`src/rtl/fpga_link_pkg.sv`:
```
// Shared definitions for the FPGA-to-FPGA serial link (transmitter and receiver).
// Holds the receiver state encoding and the default frame/timeout sizes.
package fpga_link_pkg;

  localparam int DATA_W_DEF  = 8;
  localparam int TIMEOUT_DEF = 1024;

  typedef enum logic [2:0] {
    IDLE,
    WAIT_REQ,
    SAMPLE,
    ACK,
    DONE
  } rx_state_t;

endpackage

```
`src/rtl/fpga_rx_sync.sv`:
```
// Two-flop synchronizer for a single bit crossing into clk.
// Both flops clear on reset; output lags the input by two clk edges.
module fpga_rx_sync (
  input  logic clk,
  input  logic reset,
  input  logic d,
  output logic q
);

  logic meta;

  always_ff @(posedge clk or posedge reset) begin
    if (reset) begin
      meta <= 1'b0;
      q    <= 1'b0;
    end else begin
      meta <= d;
      q    <= meta;
    end
  end

endmodule

```
`src/rtl/fpga_receiver.sv`:
```
// Serial-link receiver: 4-phase ack per bit, LSB-first word assembly, timeout abort.
// Define FPGA_RX_SYNC_EN to pass req_in/data_in through 2-flop synchronizers (+2 cycles latency).
module fpga_receiver
  import fpga_link_pkg::*;
#(
  parameter int DATA_W  = DATA_W_DEF,
  parameter int TIMEOUT = TIMEOUT_DEF
) (
  input  logic              clk,
  input  logic              reset,
  input  logic              req_in,
  input  logic              data_in,
  output logic              ack_out,
  output logic [DATA_W-1:0] rx_data,
  output logic              rx_valid,
  output logic              frame_err,
  output logic              busy
);

  localparam int CNT_W = $clog2(DATA_W + 1);
  localparam int TMR_W = $clog2(TIMEOUT + 1);

  localparam logic [CNT_W-1:0] CNT_FULL = CNT_W'(DATA_W);
  localparam logic [TMR_W-1:0] TMR_LAST = TMR_W'(TIMEOUT - 1);
  localparam logic [TMR_W-1:0] TMR_MAX  = TMR_W'(TIMEOUT);

  logic              req_s;
  logic              data_s;
  rx_state_t         state;
  logic [CNT_W-1:0]  count;
  logic [TMR_W-1:0]  timer;
  logic [DATA_W-1:0] shreg;
  logic              rearm;

`ifdef FPGA_RX_SYNC_EN
  fpga_rx_sync u_req_sync (
    .clk   (clk),
    .reset (reset),
    .d     (req_in),
    .q     (req_s)
  );

  fpga_rx_sync u_data_sync (
    .clk   (clk),
    .reset (reset),
    .d     (data_in),
    .q     (data_s)
  );
`else
  assign req_s  = req_in;
  assign data_s = data_in;
`endif

  assign ack_out = (state == ACK);
  assign busy    = (state != IDLE);

  // rearm blocks a restart while req is still held from a bit aborted in ACK,
  // so a new frame only begins on a fresh rising req_s.
  always_ff @(posedge clk or posedge reset) begin
    if (reset) begin
      state     <= IDLE;
      count     <= '0;
      timer     <= '0;
      shreg     <= '0;
      rx_data   <= '0;
      rx_valid  <= 1'b0;
      frame_err <= 1'b0;
      rearm     <= 1'b0;
    end else begin
      rx_valid  <= 1'b0;
      frame_err <= 1'b0;
      if (!req_s) begin
        rearm <= 1'b0;
      end
      if (timer != TMR_MAX) begin
        timer <= timer + 1'b1;
      end

      case (state)
        IDLE: begin
          if (req_s && !rearm) begin
            state <= SAMPLE;
            timer <= '0;
          end
        end

        WAIT_REQ: begin
          if (req_s) begin
            state <= SAMPLE;
            timer <= '0;
          end else if (timer == TMR_LAST) begin
            state     <= IDLE;
            timer     <= '0;
            count     <= '0;
            frame_err <= 1'b1;
          end
        end

        SAMPLE: begin
          shreg <= {data_s, shreg[DATA_W-1:1]};
          count <= count + 1'b1;
          state <= ACK;
          timer <= '0;
        end

        ACK: begin
          if (!req_s) begin
            timer <= '0;
            if (count == CNT_FULL) begin
              state    <= DONE;
              rx_data  <= shreg;
              rx_valid <= 1'b1;
            end else begin
              state <= WAIT_REQ;
            end
          end else if (timer == TMR_LAST) begin
            state     <= IDLE;
            timer     <= '0;
            count     <= '0;
            frame_err <= 1'b1;
            rearm     <= 1'b1;
          end
        end

        DONE: begin
          count <= '0;
          state <= IDLE;
          timer <= '0;
        end

        default: begin
          state <= IDLE;
          timer <= '0;
        end
      endcase
    end
  end

endmodule
```
`config.mk`:
```
export PLATFORM = sky130hd
export DESIGN_NAME = fpga_receiver
export DESIGN_NICKNAME = d
export VERILOG_FILES = /design/src/rtl/fpga_link_pkg.sv /design/src/rtl/fpga_rx_sync.sv /design/src/rtl/fpga_receiver.sv
export SDC_FILE = /design/constraint.sdc
export NUM_CORES = 1
export LEC_CHECK = 0
export CAP_MARGIN = 10
export CELL_PAD_IN_SITES_DETAIL_PLACEMENT = 2
export CELL_PAD_IN_SITES_GLOBAL_PLACEMENT = 2
export CORE_ASPECT_RATIO = 1.5
export CORE_UTILIZATION = 34
export DETAILED_ROUTE_END_ITERATION = 10
export PLACE_DENSITY_LB_ADDON = 0.1
export SLEW_MARGIN = 20
export SYNTH_ARGS = -nofsm -noshare
export SYNTH_HDL_FRONTEND = slang
export SYNTH_SLANG_ARGS = --single-unit
```
`constraint.sdc`:
```
create_clock -name clk -period 1.9 [get_ports clk]
set_clock_uncertainty 0.2 [all_clocks]
set_input_delay 0.38 -clock clk [delete_from_list [all_inputs] [get_ports clk]]
set_output_delay 0.38 -clock clk [all_outputs]
set_load 0.02 [all_outputs]
```
=== Yosys cells after proc, flatten, opt, wreduce, memory -nomap -nowiden ===
Cells that the tools add are included.

* Flip-flop bits (word level): 37
* Input bits: 4

* Add/sub/neg operators: 2
* Equal/unequal tests: 10
* Mux-type cells: 27
* Bitwise operators: 1
* Reductions and logical operators: 7

{| class="wikitable"
|+ Operators with widths
! cell !! count
|-
| two-way mux 11 bit || 5
|-
| case mux 11 bit (3 select lines) || 1
|-
| case mux 4 bit (4 select lines) || 1
|-
| two-way mux 3 bit || 5
|-
| two-way mux 4 bit || 3
|-
| case mux 3 bit (4 select lines) || 1
|-
| adder 11 x 1 -> 11 bit, second input constant || 1
|-
| == test 11 x 10 -> 1 bit, second input constant || 1
|-
| != test 11 bit, second input constant || 1
|-
| two-way mux 1 bit || 10
|-
| == test 3 x 2 -> 1 bit, second input constant || 2
|-
| != test 2 bit, second input constant || 3
|-
| AND reduction 3 bit || 2
|-
| adder 4 x 1 -> 4 bit, second input constant || 1
|-
| == test 4 bit, second input constant || 1
|-
| nonzero test 4 bit || 1
|-
| == test 3 x 1 -> 1 bit, second input constant || 1
|-
| == test 3 bit, second input constant || 1
|-
| zero test 3 bit || 1
|-
| nonzero test 3 bit || 1
|-
| case mux 1 bit (2 select lines) || 1
|-
| logical AND 1 bit || 1
|-
| zero test 1 bit || 1
|-
| NOT 1 bit || 1
|}

=== Longest topological paths before layout ===
* Word-level depth: 5
* Mapped depth: 6
* Gate-level depth less buffers: 6

=== Worst setup path before layout ===
OpenSTA, ideal clock, no wires.

* Kind: register to register
* Start point: register timer[0]
* End point: register count[2]
* Data arrival time: 1618 ps
* Setup slack: -39 ps
* Cell stages (with the launch flop): 6
* Buffers on the path: 0
* Clock period less this slack: 1939 ps
* Cell sequence: dfrtp_1 ha_1 and4b_4 nand4_4 o32a_4 a22o_1

* Word-level cells in the longest chain between the ends: 4

{| class="wikitable"
|+ Ends and longest elaborated chain
! element !! RTL line !! RTL
|-
| start: declaration || fpga_receiver.sv:31 || <nowiki>logic [TMR_W-1:0] timer;</nowiki>
|-
| start signal: assignment || fpga_receiver.sv:76 || <nowiki>timer <= timer + 1'b1;</nowiki>
|-
| == test 11 x 10 -> 1 bit * || fpga_receiver.sv:91, fpga_receiver.sv:116 ||
|-
| two-way mux 4 bit * || -- ||
|-
| two-way mux 4 bit (on tied branches) || -- ||
|-
| case mux 4 bit (4 select lines) * || -- ||
|-
| end signal: assignment || fpga_receiver.sv:101 || <nowiki>count <= count + 1'b1;</nowiki>
|-
| end: declaration || fpga_receiver.sv:30 || <nowiki>logic [CNT_W-1:0] count;</nowiki>
|}

Mark *: on every way between the ends. The rest lies on a longest branch, timed or not. The select of a mux whose other input is x is not followed.
A chain may end at the register's enable or synchronous reset.

=== Worst setup path in the final report ===
* Start point: register rx_data[1]
* End point: output port rx_data[1]

{| class="wikitable"
|+ RTL lines
! element !! RTL line !! RTL
|-
| start: declaration || fpga_receiver.sv:14 || <nowiki>output logic [DATA_W-1:0] rx_data,</nowiki>
|-
| start signal: assignment || fpga_receiver.sv:111 || <nowiki>rx_data <= shreg;</nowiki>
|}

No word-level cell between the ends.

==> parameters.txt <==
Parameter                              Value

Clock tree
  Clock root buffer    clkbuf_8
  CTS tree    yes
  Clock Latency Late Sink    290 ps
  Clk buf depth    2
  Clock slew at the register clock pins of the worst setup and hold paths    80 ps
  Post-CTS Setup Bufs    0
  Num Clock Sinks    37
  Hold buffer count at CTS    0
  H-Tree Depth    2
  Number of buffers added by the clock tree synthesis step    5

Timing
  Pin slew with the least headroom to its limit    304 ps
  Share of the cycle needed by the critical path after routing    97.6%
  Worst hold slack after final layout    207 ps
  Pins over their slew limit    0
  RSZ-0062 raised after global routing    yes
  Final-layout setup total negative slack    0 ps
  Max transition margin    79.7%
  Minimum clock period after layout    1850 ps
  Hold Fails Final Rpt    0
  Timing-limited maximum frequency    539 MHz
  Final setup vio count    0
  Final worst setup slack    45.4 ps

Cells and area
  Ratio of cells with drive above 1 in the final layout    31.3%
  Synthesis-to-finish area growth    26.1%
  Layout Cells excl Fill    263
  Antenna cells    0
  Layout net count    202

Worst setup path
  Critical path endpoint category    primary output
  Cell type group with the largest total delay on the critical path    buffers and inverters
  Destination of the worst register-to-register timing path    count[2]$_DFFE_PP0P_
  Worst Path Class, Setup    reg -> out
  Worst path cell trace    clkdlybuf4s50_1
  Total stage count of the critical path    1
  Arrival time at the worst endpoint    1270 ps
  Launching element type of the critical path    flip-flop
  Crit path max fanout    2
  Number of cells on the worst reg-to-reg path    5
  Setup slack on the worst flop-to-flop path    80 ps
  Critical-path top delay cell    clkdlybuf4s50_1
  Slowest stage delay, CP    620 ps
  Required arrival time at the worst endpoint    1320 ps
  CP endpoint    rx_data[1]
  Worst path bufs/invs    1
  Worst setup path start    rx_data[1]$_DFFE_PP0P_
  Beginning of the worst register-to-register path    timer[1]$_DFF_PP0_

Power
  Clock share of power    19.6%
  Switching power of the nets    1.01 mW
  Max VDD drop    0.725 mV
  Reported leakage power    1.05 nW
  Sequential fraction of design power    40.6%
  Net switching share of the total power    35.4%
  Ratio of total power to cell area    1260 nW/µm²
  Cell internal pwr    1.84 mW
  Combinational share of power    39.7%

Run
  Maximum Capacitance Violations    0

Routing
  Count of nets left with antenna violations after detail routing    0
  WL per Instance    16.0 µm
  Overall routed net length    4.21 mm
  Routed via count divided by cell count    4.95
  Number of remaining DRC errors    0
  Violation count after the first detailed-routing iteration    33
  Via Count    1303
  First-pass DRT Iterations    4

Floorplan
  Die footprint    5590 µm²
  Core outline area    5120 µm²
  Standard-cell row count    32
  Horiz. Die Dim    61.4 µm
  Chip height    91.1 µm
  Number of top-level pins    16
  Initial cell density of the core    35.1%

Global routing
  Vias in the first global route    1489
  Global Route Usage Sum    17.6%
  Global-route wire length before repair    7.12 mm
  Number of antenna violations at the first check in global routing    0
  Pin count of the biggest net entering global routing    25
  Total overflow reported by the global router    0

Placed design
  Worst setup slack before clock tree synthesis    -342 ps
  Final HPWL from detailed placement    3.20 mm
  Total of buffers placed on input and output ports    15
  Number of instances in the placed design    255
  Final estimated routing congestion in global placement    0.718

Logic synthesis
  Number of flops mapped to enable cells by yosys    0
  Warning count from the yosys run    0
  Average instance area after synthesis    11.6 µm²
  Cells after Synth    155
  Area share of the largest cell type after synthesis    51.5%
  Distinct cells, synth    39
  Sequential area share after synthesis    51.5%
  Area of the mapped netlist    1800 µm²
  Fraction of synthesis flops using an asynchronous set or reset pin    100%
  Synth Flop Type    dfrtp_1
  Cell with the most instances after synthesis    dfrtp_1
  Most common library cells after synthesis    dfrtp_1, nor2_1, mux2_2
  Leading cell types by total area after synthesis    dfrtp_1, mux2_2, nor2_1
  Synthesized netlist net count    163
  Leading area contributor after synthesis    dfrtp_1
  #FFs+latches synth    37

Hold path
  Worst min-delay path category    in -> async

Outcome
  Run status    finished clean
-- metal layers --
metal | wire length [µm] | share of wire (%) | GRT usage [%]
met1 | 1520 | 36 | 18.4
met5 | 0 | 0 | 0
met2 | 2530 | 60 | 32.2
met4 | 59 | 1.4 | 6.11
met3 | 97 | 2.3 | 4.27
-- layout make-up --
| class | count | area (µm²) |
|---|---|---|
| Tap cell | 68 | 85.1 |
| Inverter | 8 | 30.0 |
| Clock inverter | 3 | 21.3 |
| Multi-Input combinational cell | 104 | 805 |
| Fill cell | 555 | 2860 |
| Clock buffer | 5 | 68.8 |
| Timing Repair Buffer | 38 | 334 |
| Sequential cell | 37 | 926 |
-- tightest hold or removal path, cell delays in order --
cell	delay, ps
clkdlybuf4s50_1	400
inv_1	70
buf_4	220
-- through the flow --
stage               power (mW)  area, µm²  utilization, %
floorplan                 1.88       1810               -
global placement          2.28       2170            42.3
detailed placement        2.34       2170            42.3
CTS                       2.91       2260            44.1
global route              3.07       2270            44.3
finish                    2.86       2270            44.3
-- power groups by stage --
| stage | combinational (mW) | sequential (mW) | clock, mW |
|---|---|---|---|
| 2_1_floorplan | 0.681 | 1.20 | 0 |
| 3_3_place_gp | 1.12 | 1.17 | 0 |
| 3_5_place_dp | 1.16 | 1.18 | 0 |
| 4_1_cts | 1.15 | 1.17 | 0.589 |
| 5_1_grt | 1.26 | 1.19 | 0.622 |
| 6_report | 1.13 | 1.16 | 0.561 |
-- cell usage in the layout (no fill, tap or decap), types with 5 or more instances in the layout --
cell type and n:
dfrtp_1 37, buf_4 22, nor2_1 17, mux2_2 16, clkdlybuf4s50_1 12, inv_1 8, nand2_1 7, nand3_1 7
a21oi_1 6, xor2_1 6, o21ai_0 6, clkbuf_8 5
-- sequential cells by signal, summed over array words and instances (netlist names) --
register   count
state          3
rx_data        8
count          4
frame_err      1
timer         11
shreg          8
rearm          1
rx_valid       1
-- how the worst min path moves through the flow --
stage / to / depth (start not counted)
global route: count[0]$_DFFE_PP0P_ / 3
global placement: rx_data[0]$_DFFE_PP0P_ / 1
floorplan: shreg[0]$_DFFE_PP0P_ / 1
CTS: count[0]$_DFFE_PP0P_ / 3
finish: count[0]$_DFFE_PP0P_ / 3
detailed placement: rx_data[5]$_DFFE_PP0P_ / 1
-- cells by family after synthesis --
kind of cell | count (synthesis) | synth area share (%)
AND/OR/NAND/NOR | 51 | 16.1
flip-flops | 37 | 51.5
AO/OA/AOI/OAI | 21 | 8.28
multiplexers | 19 | 11.7
buffers and inverters | 14 | 5.29
XOR/XNOR | 9 | 4.38
adder cells (fa/ha/maj) | 4 | 2.78
-- what timing repair did --
item	4_1_cts	5_1_grt
gates cloned	0	0
setup endpoints to repair	3	7
pin swaps	0	1
gates resized for setup	8	3
(Power assumes the default switching activity.)
